File: config.mk
export PLATFORM = sky130hd
export DESIGN_NAME = mfu_cmd_frontend
export DESIGN_NICKNAME = d
export VERILOG_FILES = /design/src/rtl/mfu_cmd_frontend.sv
export SDC_FILE = /design/constraint.sdc
export NUM_CORES = 1
export LEC_CHECK = 0
export CORE_MARGIN = 2
export CORE_UTILIZATION = 50
export CTS_CLUSTER_DIAMETER = 200
export DETAILED_ROUTE_END_ITERATION = 12
export HOLD_SLACK_MARGIN = 0.12
export PLACE_DENSITY = 0.7
export SYNTH_ARGS = -nofsm -noshare
export SYNTH_HDL_FRONTEND = slang
export SYNTH_SLANG_ARGS = --single-unit
File: constraint.sdc
create_clock -name clock -period 2.1 [get_ports clock]
set_input_delay 0.21 -clock clock [delete_from_list [all_inputs] [get_ports clock]]
set_output_delay 0.21 -clock clock [all_outputs]
set_load 0.005 [all_outputs]
File: src/rtl/mfu_cmd_frontend.sv
// mfu_cmd_frontend
//   Input-side front end for the MFU datapath. Raw push-buttons and the
//   8-bit switch bus are synchronized; each button is debounced on its own;
//   every debounced press becomes one command offered over valid/ready.
//
// Ports
//   clock        system clock, rising edge
//   reset_n      asynchronous active-low reset, clears every register
//   btn_num1     raw button, command 0 (NUM1, payload = switches)
//   btn_num2     raw button, command 1 (NUM2, payload = switches)
//   btn_compute  raw button, command 2 (COMPUTE, payload = switches)
//   btn_display  raw button, command 3 (DISPLAY, payload = 0)
//   btn_reset    raw button, command 4 (RESET, payload = 0, flushes others)
//   switch_bus   raw switches, synchronized only
//   cmd_ready    consumer accepts the offered command at this edge
//   cmd_valid    command offered
//   cmd_code     command code
//   cmd_data     command payload
//   drop_count   (only with MFU_CMD_DROP_COUNT_EN) saturating count of
//                dropped edges and of pending presses flushed by RESET
//
// Build option
//   MFU_CMD_DROP_COUNT_EN  adds the drop_count output and its counter.

module mfu_cmd_frontend #(
  parameter int unsigned         DB_WIDTH = 26,
  parameter logic [DB_WIDTH-1:0] DB_LIMIT = 26'h3FF_FFFF
) (
  input  logic       clock,
  input  logic       reset_n,
  input  logic       btn_num1,
  input  logic       btn_num2,
  input  logic       btn_compute,
  input  logic       btn_display,
  input  logic       btn_reset,
  input  logic [7:0] switch_bus,
  input  logic       cmd_ready,
  output logic       cmd_valid,
  output logic [2:0] cmd_code,
  output logic [7:0] cmd_data
`ifdef MFU_CMD_DROP_COUNT_EN
  ,
  output logic [7:0] drop_count
`endif
);

  localparam int NBTN = 5;
  localparam logic [DB_WIDTH-1:0] DB_ONE  = 1;
  localparam logic [DB_WIDTH-1:0] DB_LAST = DB_LIMIT - DB_ONE;

  typedef enum logic {
    S_IDLE  = 1'b0,
    S_OFFER = 1'b1
  } state_t;

  // Bit order matches the command code: bit n issues code n.
  logic [NBTN-1:0]     btn_raw;
  logic [NBTN-1:0]     btn_sync_p0;
  logic [NBTN-1:0]     btn_sync_p1;
  logic [7:0]          sw_sync_p0;
  logic [7:0]          sw_sync_p1;
  logic [DB_WIDTH-1:0] db_cnt [NBTN];
  logic [NBTN-1:0]     db_lvl_p2;
  logic [NBTN-1:0]     db_lvl_p3;
  logic [NBTN-1:0]     rise_p3;
  logic [NBTN-1:0]     pending;
  logic [NBTN-1:0]     clr_mask;
  state_t              state_q;
  state_t              state_d;
  logic                issue;
  logic [2:0]          sel_code;
  logic [7:0]          sel_data;

  assign btn_raw = {btn_reset, btn_display, btn_compute, btn_num2, btn_num1};

`ifdef MFU_CMD_DROP_COUNT_EN
  function automatic logic [3:0] pop5(input logic [NBTN-1:0] v);
    logic [3:0] n;
    n = '0;
    for (int i = 0; i < NBTN; i++) begin
      n = n + {3'b000, v[i]};
    end
    return n;
  endfunction

  function automatic logic [7:0] sat_add8(input logic [7:0] acc, input logic [3:0] inc);
    logic [8:0] s;
    s = {1'b0, acc} + {5'b00000, inc};
    return s[8] ? 8'hFF : s[7:0];
  endfunction
`endif

  // Stage p0/p1: two-flop synchronizers for buttons and switches
  always_ff @(posedge clock or negedge reset_n) begin
    if (!reset_n) begin
      btn_sync_p0 <= '0;
      btn_sync_p1 <= '0;
      sw_sync_p0  <= '0;
      sw_sync_p1  <= '0;
    end else begin
      btn_sync_p0 <= btn_raw;
      btn_sync_p1 <= btn_sync_p0;
      sw_sync_p0  <= switch_bus;
      sw_sync_p1  <= sw_sync_p0;
    end
  end

  // Stage p2: per-button debounce; level follows after DB_LIMIT differing cycles
  always_ff @(posedge clock or negedge reset_n) begin
    if (!reset_n) begin
      for (int i = 0; i < NBTN; i++) begin
        db_cnt[i] <= '0;
      end
      db_lvl_p2 <= '0;
    end else begin
      for (int i = 0; i < NBTN; i++) begin
        if (btn_sync_p1[i] == db_lvl_p2[i]) begin
          db_cnt[i] <= '0;
        end else if (db_cnt[i] == DB_LAST) begin
          db_lvl_p2[i] <= btn_sync_p1[i];
          db_cnt[i]    <= '0;
        end else begin
          db_cnt[i] <= db_cnt[i] + DB_ONE;
        end
      end
    end
  end

  // Stage p3: rising-edge capture into one pending bit per button
  always_ff @(posedge clock or negedge reset_n) begin
    if (!reset_n) begin
      db_lvl_p3 <= '0;
    end else begin
      db_lvl_p3 <= db_lvl_p2;
    end
  end

  assign rise_p3 = db_lvl_p2 & ~db_lvl_p3;

  always_ff @(posedge clock or negedge reset_n) begin
    if (!reset_n) begin
      pending <= '0;
    end else begin
      pending <= (pending & ~clr_mask) | rise_p3;
    end
  end

  // Stage p4: issue FSM, fixed priority RESET > NUM1 > NUM2 > COMPUTE > DISPLAY
  always_comb begin
    state_d  = state_q;
    issue    = 1'b0;
    sel_code = 3'd0;
    clr_mask = '0;
    case (state_q)
      S_IDLE: begin
        if (|pending) begin
          issue   = 1'b1;
          state_d = S_OFFER;
          if (pending[4]) begin
            sel_code = 3'd4;
            clr_mask = 5'b11111;
          end else if (pending[0]) begin
            sel_code = 3'd0;
            clr_mask = 5'b00001;
          end else if (pending[1]) begin
            sel_code = 3'd1;
            clr_mask = 5'b00010;
          end else if (pending[2]) begin
            sel_code = 3'd2;
            clr_mask = 5'b00100;
          end else begin
            sel_code = 3'd3;
            clr_mask = 5'b01000;
          end
        end
      end
      S_OFFER: begin
        if (cmd_ready) begin
          state_d = S_IDLE;
        end
      end
      default: state_d = S_IDLE;
    endcase
  end

  assign sel_data = (sel_code <= 3'd2) ? sw_sync_p1 : 8'h00;

  always_ff @(posedge clock or negedge reset_n) begin
    if (!reset_n) begin
      state_q   <= S_IDLE;
      cmd_valid <= 1'b0;
      cmd_code  <= '0;
      cmd_data  <= '0;
    end else begin
      state_q <= state_d;
      if (issue) begin
        cmd_valid <= 1'b1;
        cmd_code  <= sel_code;
        cmd_data  <= sel_data;
      end else if (state_q == S_OFFER && cmd_ready) begin
        cmd_valid <= 1'b0;
      end
    end
  end

`ifdef MFU_CMD_DROP_COUNT_EN
  logic [NBTN-1:0] dropped;
  logic [NBTN-1:0] flushed;

  assign dropped = rise_p3 & pending & ~clr_mask;
  assign flushed = (issue && sel_code == 3'd4) ? (pending & 5'b01111) : '0;

  always_ff @(posedge clock or negedge reset_n) begin
    if (!reset_n) begin
      drop_count <= '0;
    end else begin
      drop_count <= sat_add8(drop_count, pop5(dropped) + pop5(flushed));
    end
  end
`endif

endmodule

==> metrics.md, run 1 <==
| Metric | Value |
|---|---|
| Multi-input gate area in the final layout | `3720 um2` |
| Final WL | `16500 um` |
| Post-route antenna net violation count | `0` |
| Clk_skew | `0.00580 ns` |
| Max frequency | `0.499 GHz` |
| Mapped Area | `8520 um2` |
| Post-synth cell types | `54` |
| R2R setup slack | `0.09 ns` |
| Post-Synthesis Net Count | `853` |
| Vias | `6479` |
| Clock share of power | `46.9%` |
| Die X | `135 um` |
| Status | `finished clean` |
| Count of state elements after synthesis | `184` |
| Switching share of power | `21.1%` |
| RePlAce Congestion | `0.795` |
| Most frequent cells in the layout | `dfrtp_1 (184), nor2_1 (66), nand2_1 (60)` |
| Number of remaining DRC errors | `0` |
| Comb pwr share | `3.4%` |
| Count of final hold-check violations | `0` |
| Async SR Flop Fraction | `100%` |
| Slew @ Worst Pin | `0.923 ns` |
| Starting Density | `51.2%` |
| Clk_lat worst skew | `0.43 ns` |
| Initial antenna violation count | `0` |
| CP Launch Type | `register` |
| # fillers | `1350` |
| Max Slew Vio Count | `0` |
| Post-DP HPWL | `11000 um` |
| Layout cell share with drive strength beyond 1 | `12.4%` |
| First drt pass iteration count | `5` |
| Worst reg2reg path startpoint | `db_cnt[36]` |
| R2R depth | `4` |
| Worst Hold Launch | `switch_bus[1]` |
| Ant. Diodes | `0` |
| Hold_ws | `0.217 ns` |
| Worst Hold Depth | `1` |
| Setup TNS | `0 ns` |
| Leakage | `4.14 nW` |
| GRT Util Overall | `19.9%` |
| Clk pin slew, worst setup/hold paths | `0.07 ns` |
| # setup viols final | `0` |
| CTS sink count | `184` |
| Commonest non-fill, non-tap cell in the layout | `dfrtp_1` |
| Final Cycle Share | `95.5%` |
| Total gr overflow | `0` |
| Largest net degree at the start of global routing | `65` |
| # IOs | `28` |
| Ys flop type | `dfrtp_1` |
| Hold path endpoint | `sw_sync_p0[1]` |
| Hold crit path type | `input pin to register` |
| Critical path class | `register to register` |
| R2R Path End | `db_cnt[47]` |
| CP Data Arrival Time | `2.35 ns` |
| Peak VDD IR | `0.602 mV` |
| Height of the die | `135 um` |
| First-pass GRT wire length | `29600 um` |
| WL/cell | `14.5 um` |
| CP required | `2.44 ns` |
| Relative slew slack | `38.0%` |
| DRT iter0 DRCs | `352` |
| Post-Synthesis Cells | `827` |
| Period minus WS final | `2.01 ns` |
| Final #Nets | `931` |
| Internal power | `5.78 mW` |
| Syn-to-layout area delta | `18.7%` |
| Crit Path Max Fanout | `9` |
| Clock root buffer | `clkbuf_16` |
| Row cnt | `47` |
| Vias in the first global route | `6288` |
| Sequential cell fraction of total power | `49.7%` |
| DR vias/cell | `5.69` |
| Sequential-to-total area share from yosys stat | `54.1%` |
| FF/Latch Area | `4600 um2` |
| Ys Warns | `0` |
| H-tree levels | `4` |
| Cell taking the most area after synthesis | `dfrtp_1` |
| Port Buffer Count | `27` |
| CP endpoint kind | `register` |
| Max-cap violations | `0` |
| Core Area | `16600 um2` |
| Top post-synthesis cells by area | `dfrtp_1 (54%), xnor2_1 (4.9%), nor3_1 (3.2%)` |
| Clk buf depth | `2` |
| Sw power | `1.54 mW` |
| PnR Total Power | `7.32 mW` |
| Number of flops mapped to enable cells by yosys | `0` |
| Full die area | `18100 um2` |
| Share of the synthesized area in the top cell type | `54.1%` |
| Fin area | `10100 um2` |
| Total CTS buffers | `17` |
| Placed Area | `9420 um2` |
| Avg Synthesized Cell Area | `10.3 um2` |
| TritonCTS clock tree | `done` |
| PD cells | `724 nW/um2` |
[metal layers]
metal | vias up | GRT usage [%] | wire [um]
li1 | 3174 | - | -
met1 | 3189 | 28.1 | 8070
met2 | 92 | 30.6 | 7590
met3 | 24 | 4.99 | 644
met4 | 0 | 6.32 | 224
met5 | - | 0 | 0
[cells in the mapped netlist (3+ instances only)]
library cell  instances
xor2_1               25
mux2_1                3
o31ai_1              14
ha_1                 10
and4_1               13
nand2_1              60
a21oi_1              28
and3_1                8
nor2_1               66
nor4_1               20
clkbuf_1             17
nand4_1              32
o21ai_0              35
dfrtp_1             184
o22ai_1               3
buf_2                10
a211oi_1             23
a32o_1                3
a31oi_1               3
nand2b_1              3
nor3_1               55
xnor2_1              48
or3_1                31
or4_1                22
a22o_1                9
nand3_1              39
inv_1                27
[cell families (layout without fill, tap and decap cells)]
logic type | count (synthesis) | in the layout | share of synthesized area [%]
xor gates and xnor gates | 73 | 73 | 7.51
buffers and inverters | 57 | 148 | 2.75
AOI/OAI and AO/OA | 136 | 136 | 10.6
adders and majority gates | 10 | 10 | 1.47
DFF | 184 | 184 | 54.1
and+or+nand+nor | 364 | 364 | 23.3
muxes | 3 | 3 | 0.397
[power by group through the flow]
stage,Combinational [mW],Sequential [mW],Clock [mW]
global placement,0.249,3.70,0
CTS,0.256,3.64,3.50
floorplan,0.0992,3.69,0
finish,0.249,3.64,3.44
detailed placement,0.252,3.70,0
global route,0.286,3.65,3.65
[metrics by stage]
stage / cells / setup slack [ns] / util [%]
2_1_floorplan: 827 / 0.0219 / -
3_3_place_gp: 1102 / 0.0870 / 56.6
3_5_place_dp: 1102 / 0.0383 / 56.6
4_1_cts: 1138 / 0.0220 / 60.6
5_1_grt: 1138 / -0.0247 / 60.8
6_report: 1138 / 0.0942 / 60.8
[worst max-delay path, stage by stage (launching register included)]
cell and delay, ns:
dfrtp_1 0.39, nand4_2 0.14, or4_4 0.60, or4_1 0.55, a211oi_2 0.24
[area by class of cell]
type,instances,share of cell area (%)
Clock buffer,21,4.65
Clock inverter,11,1.66
Inverter,28,1.04
Multi-Input combinational cell,586,36.8
Sequential cell,184,45.5
Tap cell,220,2.72
Timing Repair Buffer,88,7.63
[sequential cells by signal, indices dropped and copies added (netlist names)]
signal,count
btn_sync_p0,5
db_lvl_p2,5
sw_sync_p0,8
db_cnt,130
state_q,1
pending,5
sw_sync_p1,8
cmd_data,8
btn_sync_p1,5
db_lvl_p3,5
cmd_code,3
cmd_valid,1
[how the worst max path moves through the flow]
stage / startpoint / depth (start not counted) / slack (ns) / to
2_1_floorplan: db_cnt[111] / 5 / 0.02 / db_lvl_p2[0]
3_3_place_gp: db_cnt[113] / 4 / 0.09 / db_lvl_p2[0]
3_5_place_dp: db_cnt[113] / 4 / 0.04 / db_cnt[126]
4_1_cts: db_cnt[36] / 4 / 0.02 / db_cnt[47]
5_1_grt: db_cnt[111] / 5 / -0.02 / db_cnt[122]
6_report: db_cnt[36] / 4 / 0.09 / db_cnt[47]
[what timing repair did]
item	in CTS	in global routing
pin swaps	1	1
hold buffers	1	0
buffers inserted	3	0
setup endpoints to repair	1	31
gates resized for setup	0	6
hold endpoints to repair	59	0
gates cloned	0	0
No activity file was read; power rests on OpenSTA's default activity.
==> run 2: changes to the inputs <==
--- a/config.mk
+++ b/config.mk
@@ -6,11 +6,11 @@
 export NUM_CORES = 1
 export LEC_CHECK = 0
 export CORE_MARGIN = 2
-export CORE_UTILIZATION = 50
+export CORE_UTILIZATION = 52
 export CTS_CLUSTER_DIAMETER = 200
 export DETAILED_ROUTE_END_ITERATION = 12
 export HOLD_SLACK_MARGIN = 0.12
-export PLACE_DENSITY = 0.7
+export PLACE_DENSITY = 0.69
 export SYNTH_ARGS = -nofsm -noshare
 export SYNTH_HDL_FRONTEND = slang
 export SYNTH_SLANG_ARGS = --single-unit
==> constraint.sdc (replaced) <==
create_clock -name clock -period 2.2 [get_ports clock]
set_input_delay 0.22 -clock clock [delete_from_list [all_inputs] [get_ports clock]]
set_output_delay 0.22 -clock clock [all_outputs]
set_load 0.005 [all_outputs]
==> metrics.md, run 2 (synthesis results as in run 1) <==
| Metric | Value |
|---|---|
| Row cnt | `46 (-2.1%)` |
| CTS sink count | `184 (unchanged)` |
| Largest net degree at the start of global routing | `54 (-17%)` |
| Largest Register | `db_cnt` |
| Max reg flops | `130 (unchanged)` |
| Total gr overflow | `0 (unchanged)` |
| Vias in the first global route | `6680 (+6.2%)` |
| RePlAce Congestion | `0.814 (+2.4%)` |
| RSZ-0062 raised after global routing | `no` |
| Clock root buffer | `clkbuf_16` |
| Placed Area | `9230 um2 (-2.0%)` |
| Met3 Use GR | `4.96% (-0.033 points)` |
| Max-cap violations | `0 (unchanged)` |
| Number of remaining DRC errors | `0 (unchanged)` |
| DRT iter0 DRCs | `459 (+30%)` |
| Syn-to-layout area delta | `16.3%` |
| Max Slew Vio Count | `0 (unchanged)` |
| Non-filler cells, final | `1109 (-2.5%)` |
| Max frequency | `0.475 GHz (-4.6%)` |
| Setup WS pre-CTS | `0.0425 ns (+0.00423 ns)` |
| Clk_skew | `0.0170 ns (+0.0112 ns)` |
| # setup viols final | `0 (unchanged)` |
| Peak VDD IR | `0.559 mV (-7.2%)` |
| PD cells | `702 nW/um2 (-3.1%)` |
| Status | `finished clean` |
| Setup TNS | `0 ns (unchanged)` |
| Core Area | `15900 um2 (-4.2%)` |
| Slew @ Worst Pin | `0.936 ns (+0.0129 ns)` |
| DR vias/cell | `5.87 (+3.1%)` |
| Period minus WS final | `2.10 ns (+0.0978 ns)` |
| Clk buf depth | `2 (unchanged)` |
| First-pass GRT wire length | `30700 um (+3.5%)` |
| Vias | `6508 (+0.45%)` |
| First drt pass iteration count | `5 (unchanged)` |
| Ant. Diodes | `0 (unchanged)` |
| Count of final hold-check violations | `0 (unchanged)` |
| Most frequent cells in the layout | `dfrtp_1 (184), nor2_1 (66), nand2_1 (60)` |
| CP Launch Type | `register` |
| Dpl cells | `1074 (-2.5%)` |
| CP endpoint kind | `register` |
| H-tree levels | `4 (unchanged)` |
| Relative slew slack | `37.1% (-0.87 points)` |
| CP required | `2.51 ns (+0.07 ns)` |
| Final Cycle Share | `95.6% (+0.10 points)` |
| Crit Path Max Fanout | `7 (-2)` |
| Layout cell share with drive strength beyond 1 | `9.85% (-2.6 points)` |
| Fin area | `9910 um2 (-2.1%)` |
| # IOs | `28 (unchanged)` |
| GR Util met1 | `28.1% (about the same)` |
| Die X | `132 um (-1.9%)` |
| Clk pin slew, worst setup/hold paths | `0.07 ns (about the same)` |
| GRT Util Overall | `21.3% (+1.3 points)` |
| Initial antenna violation count | `0 (unchanged)` |
| Worst setup margin | `0.0964 ns (+0.00218 ns)` |
| Post-DP HPWL | `11600 um (+5.7%)` |
| TritonCTS clock tree | `done` |
| WL/cell | `15.6 um (+7.3%)` |
| Full die area | `17400 um2 (-3.7%)` |
| Port Buffer Count | `27 (unchanged)` |
| Final WL | `17300 um (+4.5%)` |
| Hold_ws | `0.213 ns (-0.00420 ns)` |
| Final #Nets | `906 (-2.7%)` |
| CP Data Arrival Time | `2.42 ns (+0.07 ns)` |
| Clk_lat worst skew | `0.44 ns (about the same)` |
| Hold crit path type | `input pin to register` |
| GR peak layer | `met2` |
| Post-route antenna net violation count | `0 (unchanged)` |
| Height of the die | `132 um (-1.9%)` |
| Leakage | `4.00 nW (-3.2%)` |
| Starting Density | `53.4% (+2.2 points)` |
| Total CTS buffers | `17 (unchanged)` |
| Critical path class | `register to register` |
| GRT met2 Usage | `34.5% (+4.0 points)` |
| Commonest non-fill, non-tap cell in the layout | `dfrtp_1` |
## run 2: changes by cell type in the layout (fill, tap and decap cells not counted), moves of 2 or more
cell      delta
clkbuf_8     -3
buf_6        +3
inv_8        +3
clkinv_2     -3
buf_4       -28
inv_6        +2
## run 2: path summary, 6_finish.rpt
check | from | endpoint | slack [ns] | depth (start not counted)
max | db_cnt[34] | db_lvl_p2[3] | 0.1 | 4
min | btn_compute | btn_sync_p0[2] | 0.21 | 1
max reg2reg | db_cnt[34] | db_lvl_p2[3] | 0.1 | 4
min reg2reg | btn_sync_p0[1] | btn_sync_p1[1] | 0.35 | 0
max in group asynchronous | reset_n | db_cnt[29] | 1.23 | 3
min in group asynchronous | reset_n | db_cnt[86] | 0.33 | 2
## run 2: metrics by stage
stage	utilization (%)	total power, mW
2_1_floorplan	-	3.62
3_3_place_gp	57.9	3.76
3_5_place_dp	57.9	3.78
4_1_cts	61.9	7.03
5_1_grt	62.1	7.18
6_report	62.1	6.95
## run 2: what timing repair did
| item | CTS | global route |
|---|---|---|
| hold endpoints to repair | 49 | 0 |
| hold buffers | 1 | 0 |
| resized for setup | 0 | 7 |
| buffers inserted | 0 | 2 |
| endpoints found under the setup margin | 0 | 29 |
## run 2: area by class of cell
class,instances,area [um2]
Clock inverter,13,183
Tap cell,216,270
Multi-Input combinational cell,586,3710
Fill cell,1273,6040
Inverter,28,105
Clock buffer,19,443
Sequential cell,184,4600
Timing Repair Buffer,63,587
## run 2: layer usage
layer | up-vias | wire, um
li1 | 3134 | -
met1 | 3221 | 7910
met2 | 130 | 8350
met3 | 23 | 750
met4 | 0 | 265
met5 | - | 0
## run 2: worst max-delay path, stage by stage, from the launching register on
cell and delay [ns]:
dfrtp_1 0.43, nand4_2 0.19, or4_4 0.63, nor4_4 0.36, mux2_1 0.37
## run 2: where the power goes
group | total (mW) | internal (mW) | switching (mW)
clock network | 3.25 | 1.86 | 1.39
registers | 3.47 | 3.43 | 0.0430
logic | 0.236 | 0.0884 | 0.148
total | 6.95 | 5.38 | 1.58
